$ cat src/rtl/zeroriscy_dma_pkg.sv
// Shared types and constants for the zero-riscy bus word-copy engine.
package zeroriscy_dma_pkg;

  typedef enum logic [2:0] {
    ST_IDLE,
    ST_RD_REQ,
    ST_RD_WAIT,
    ST_WR_REQ,
    ST_WR_WAIT,
    ST_DONE
  } dma_state_e;

  localparam logic [3:0] BE_WORD = 4'hF;

  function automatic logic [31:0] word_align(input logic [31:0] addr);
    return addr & ~32'h3;
  endfunction

endpackage

$ cat src/rtl/zeroriscy_bus_dma.sv
// Word-copy engine: reads src words and writes them to dst over the zero-riscy
// req/gnt/rvalid protocol with a single outstanding transaction.
module zeroriscy_bus_dma
  import zeroriscy_dma_pkg::*;
#(
  parameter int LEN_W = 16
) (
  input  logic             clk,
  input  logic             rst_n,
  input  logic             start,
  input  logic [31:0]      src_addr,
  input  logic [31:0]      dst_addr,
  input  logic [LEN_W-1:0] len,
  output logic             busy,
  output logic             done,
  output logic             err,
  output logic             m_req,
  output logic             m_we,
  output logic [3:0]       m_be,
  output logic [31:0]      m_addr,
  output logic [31:0]      m_wdata,
  input  logic [31:0]      m_rdata,
  input  logic             m_gnt,
  input  logic             m_rvalid,
  input  logic             m_err
);

  dma_state_e       r_state;
  logic [31:0]      r_src;
  logic [31:0]      r_dst;
  logic [LEN_W-1:0] r_cnt;
  logic             r_busy;
  logic             r_done;
  logic             r_err;
  logic             r_req;
  logic             r_we;
  logic [31:0]      r_addr;
  logic [31:0]      r_wdata;

  logic [31:0]      w_src_align;
  logic [31:0]      w_dst_align;
  logic [31:0]      w_src_next;

  assign w_src_align = word_align(src_addr);
  assign w_dst_align = word_align(dst_addr);
  assign w_src_next  = r_src + 32'd4;

  always_ff @(posedge clk or negedge rst_n) begin
    if (!rst_n) begin
      r_state <= ST_IDLE;
      r_src   <= '0;
      r_dst   <= '0;
      r_cnt   <= '0;
      r_busy  <= 1'b0;
      r_done  <= 1'b0;
      r_err   <= 1'b0;
      r_req   <= 1'b0;
      r_we    <= 1'b0;
      r_addr  <= '0;
      r_wdata <= '0;
    end else begin
      case (r_state)
        ST_IDLE: begin
          if (start) begin
            r_src <= w_src_align;
            r_dst <= w_dst_align;
            r_cnt <= len;
            r_err <= 1'b0;
            if (len == '0) begin
              r_done  <= 1'b1;
              r_state <= ST_DONE;
            end else begin
              r_busy  <= 1'b1;
              r_req   <= 1'b1;
              r_we    <= 1'b0;
              r_addr  <= w_src_align;
              r_state <= ST_RD_REQ;
            end
          end
        end

        ST_RD_REQ: begin
          if (m_gnt) begin
            r_req   <= 1'b0;
            r_state <= ST_RD_WAIT;
          end
        end

        ST_RD_WAIT: begin
          if (m_rvalid) begin
            if (m_err) begin
              r_err   <= 1'b1;
              r_busy  <= 1'b0;
              r_done  <= 1'b1;
              r_state <= ST_DONE;
            end else begin
              // The write-data output doubles as the word buffer.
              r_wdata <= m_rdata;
              r_req   <= 1'b1;
              r_we    <= 1'b1;
              r_addr  <= r_dst;
              r_state <= ST_WR_REQ;
            end
          end
        end

        ST_WR_REQ: begin
          if (m_gnt) begin
            r_req   <= 1'b0;
            r_state <= ST_WR_WAIT;
          end
        end

        ST_WR_WAIT: begin
          if (m_rvalid) begin
            r_we <= 1'b0;
            if (m_err) begin
              r_err   <= 1'b1;
              r_busy  <= 1'b0;
              r_done  <= 1'b1;
              r_state <= ST_DONE;
            end else begin
              r_src <= w_src_next;
              r_dst <= r_dst + 32'd4;
              r_cnt <= r_cnt - LEN_W'(1);
              if (r_cnt == LEN_W'(1)) begin
                r_busy  <= 1'b0;
                r_done  <= 1'b1;
                r_state <= ST_DONE;
              end else begin
                r_req   <= 1'b1;
                r_addr  <= w_src_next;
                r_state <= ST_RD_REQ;
              end
            end
          end
        end

        ST_DONE: begin
          r_done  <= 1'b0;
          r_state <= ST_IDLE;
        end

        default: r_state <= ST_IDLE;
      endcase
    end
  end

  assign busy    = r_busy;
  assign done    = r_done;
  assign err     = r_err;
  assign m_req   = r_req;
  assign m_we    = r_we;
  assign m_be    = r_req ? BE_WORD : 4'h0;
  assign m_addr  = r_addr;
  assign m_wdata = r_wdata;

endmodule

$ cat config.mk
export PLATFORM = sky130hd
export DESIGN_NAME = zeroriscy_bus_dma
export DESIGN_NICKNAME = d
export VERILOG_FILES = /design/src/rtl/zeroriscy_dma_pkg.sv /design/src/rtl/zeroriscy_bus_dma.sv
export SDC_FILE = /design/constraint.sdc
export NUM_CORES = 1
export LEC_CHECK = 0
export BUFFER_PORTS_ARGS = -buffer_cell sky130_fd_sc_hd__buf_2
export CAP_MARGIN = 20
export CORE_MARGIN = 5
export CORE_UTILIZATION = 25
export CTS_CLUSTER_DIAMETER = 120
export CTS_CLUSTER_SIZE = 30
export DETAILED_ROUTE_END_ITERATION = 10
export GPL_ROUTABILITY_DRIVEN = 0
export RECOVER_POWER = 25
export SYNTH_ARGS = -nofsm -noshare
export SYNTH_HDL_FRONTEND = slang
export SYNTH_SLANG_ARGS = --single-unit
export TNS_END_PERCENT = 100
$ cat constraint.sdc
create_clock -name clk -period 2.7 [get_ports clk]
set_input_delay 0.81 -clock clk [delete_from_list [all_inputs] [get_ports clk]]
set_output_delay 0.81 -clock clk [all_outputs]
set_load 0.05 [all_outputs]
==> qor.csv <==
metric,value,unit
cp_max_fo,20,
stdcell_count,1650,
tightest_slew,1640,ps
drtIter0Drc,861,
timing.final.crit_share,0.907,
vias,8916,
power.density,1330,nW/um2
path_cells,buf_2 -> nor4_1 -> nand4_1 -> buf_4 -> o311a_1 -> and2_4 -> buf_4 -> o22a_1,
clk_pin_slew,60,ps
avgRoutedWirePerCell,19.2,um
cap_violations,1,
whs,501,ps
start_util,0.253,
synth_seq_cells,147,
grt_pass1_vias,8374,
synthesis.nets,1128,
area_delta_synth_final,25.0,%
crit_type,in2reg,
cts_max_level,4,
clk_latency,450,ps
setup_ws,252,ps
fin_skew,14.5,ps
leakagePower,4.68,nW
drive_above_1_share,0.289,
place_area,10600,um2
fin_area,11200,um2
first_pass_iters,5,
numCtsBuffers,17,
core-area,35500,um2
slew_headroom,-0.0944,
status,finished with violations,
synth_area,8970,um2
cts_setup_buffers,0,
dp.cells,1618,
dieArea,39800,um2
io_pins,191,
ys_types,73,
synthArstFlopShare,1.00,
nFillCells,3733,
place_ws,-251,ps
syn_area_per_cell,8.91,um2
r2r_slack,300,ps
io_buffers,186,
period_needed,2450,ps
global_route.overflow_total,0,
max_clock_freq,408,MHz
rows,69,
critical_path.max_stage_delay,420,ps
fin_nets,1298,
crit_arrival,2770,ps
synth_edf_count,0,
viasPerCell,5.40,
hold_path_class,reg2reg,
hpwl,23200,um
cts_tree,built,
clockBufferDepth,2,
grt_max_degree,101,
worst_ep_required_time,3020,ps
ys_seq_area_frac,0.410,
drc,0,
antenna_left,0,
synthCells,1006,
wl,31700,um
cts_sinks,147,
hold_viol,0,
worst_path_most_repeated_cell,buf_4,
path_buf_inv,3,
die_h,199,um
crit_slowest_cell,nor4_1,
multi_input_area,4810,um2
cts-root-buf,clkbuf_16,
rsz0062_at_grt,false,
dieWidth,199,um
ir_worst_vdd,0.763,mV
post-route-util,0.316,
setup_viol,0,
crit_path_start_kind,input port,
antenna_found_initial,4,
end_kind,flip-flop,
violations,"max-capacitance violations, max-slew violations",
synth_ff_type,dfrtp_1,
yosysWarningCount,0,
drv_slew,54,
ctsHoldBuffers,0,
grt_pass1_wl,48600,um
seq_area,3680,um2
n_antenna_cell,0,
grt_usage,0.156,
cp_top_family,simple AND/OR/NAND/NOR gates,
cts_resized,0,
-- Yosys cell counts, drive strengths merged (5+ instances only) --
cell | number | area, um2
a211oi | 6 | 45.0
a21o | 6 | 45.0
a21oi | 102 | 510
a22o | 13 | 114
a22oi | 30 | 225
a2bb2oi | 14 | 123
a31oi | 20 | 125
and2 | 13 | 83.8
and3 | 12 | 75.1
and4 | 10 | 87.6
buf | 35 | 193
clkbuf | 61 | 231
dfrtp | 147 | 3680
inv | 19 | 71.3
mux2 | 51 | 627
nand2 | 67 | 254
nand3 | 52 | 260
nand4 | 29 | 188
nor2 | 67 | 251
nor3 | 21 | 105
nor4 | 18 | 134
o211ai | 6 | 45.0
o21a | 5 | 37.5
o21ai | 64 | 320
o22a | 16 | 140
o22ai | 24 | 150
o2bb2ai | 8 | 70.1
o31ai | 6 | 50.1
or3 | 8 | 50.1
or4 | 8 | 63.8
xnor2 | 8 | 70.1
xor2 | 5 | 43.8
-- flip-flops by register name (all words and copies together) (netlist names) --
signal,count
r_cnt,16
m_addr,31
m_we,1
m_wdata,32
r_state,3
r_src,30
err,1
r_dst,30
done,1
m_req,1
busy,1
-- cell usage in the layout, fill, tap and decap left out, types with 4 or more instances in the layout --
master	netlist	layout
a31oi_1	20	20
clkbuf_16	0	17
o31a_1	4	4
a2bb2oi_1	14	14
nand2_1	66	66
a21o_1	6	5
and2_1	12	12
and4_1	10	10
o21a_1	5	5
xor2_1	5	5
a22oi_1	30	30
o211ai_1	6	6
mux2_4	14	14
clkinvlp_4	0	4
o31ai_1	5	5
nor3_1	21	21
dfrtp_1	147	147
a22o_1	13	13
nor2_1	67	67
and3_1	12	12
mux2i_1	4	4
nand4_1	28	28
a21oi_1	102	101
mux2_2	36	36
a211oi_1	6	6
clkbuf_8	0	4
or3_1	8	8
inv_1	19	19
xnor2_1	8	8
or4_1	7	7
buf_12	0	6
o22ai_1	24	24
nor4_1	16	16
ha_1	4	4
buf_2	10	185
nand3_1	52	52
o2bb2ai_1	8	8
o22a_1	16	16
buf_4	5	54
o21ai_0	64	64
-- path summary, 6_finish.rpt --
kind                             from         end  cells after the start
min                        m_wdata[9]  m_wdata[9]                      1
min in group asynchronous       rst_n   m_addr[1]                      1
max in group asynchronous       rst_n   r_src[30]                      2
max                           len[14]  m_addr[21]                      8
min reg2reg                m_wdata[9]  m_wdata[9]                      1
max reg2reg                  r_cnt[1]  m_addr[21]                      8
-- cell families (layout without fill, tap and decap cells) --
logic type	after synthesis	count (layout)	share of synthesized area
AOI/OAI and AO/OA	347	347	0.250
muxes	55	55	0.0744
DFF	147	147	0.410
and+or+nand+nor	325	325	0.191
adders and majority gates	4	4	0.00558
xor gates and xnor gates	13	13	0.0127
buffers and inverters	115	298	0.0553
-- metal layers --
layer  vias to the layer above  global-route usage  wire (um)
met5                         -                   0         55
li1                       4142                   -          -
met2                       304               0.252      15400
met3                        50              0.0303       1800
met4                         8              0.0486        700
met1                      4412               0.212      13700
-- area by class of cell --
type / count / area share
repair buffers: 247 / 0.130
flip-flops and latches: 147 / 0.328
well taps: 461 / 0.0515
inverters: 19 / 0.00636
clock buffers: 22 / 0.0432
multi-input cells: 744 / 0.429
clock inverters: 10 / 0.0108
-- power by group --
group,internal [mW],switching [mW],leakage (nW),total [mW]
sequential,3.31,1.24,1.72,4.55
clock,1.47,1.03,0.285,2.50
combinational,2.83,5.04,2.68,7.88
total,7.61,7.32,4.68,14.9
-- stage by stage --
stage / power (mW) / TNS [ps]
global route: 15.8 / 0
finish: 14.9 / 0
global placement: 12.3 / -3980
floorplan: 10.1 / 0
CTS: 15.0 / 0
detailed placement: 12.5 / -6300
No activity file was read; power rests on OpenSTA's default activity.
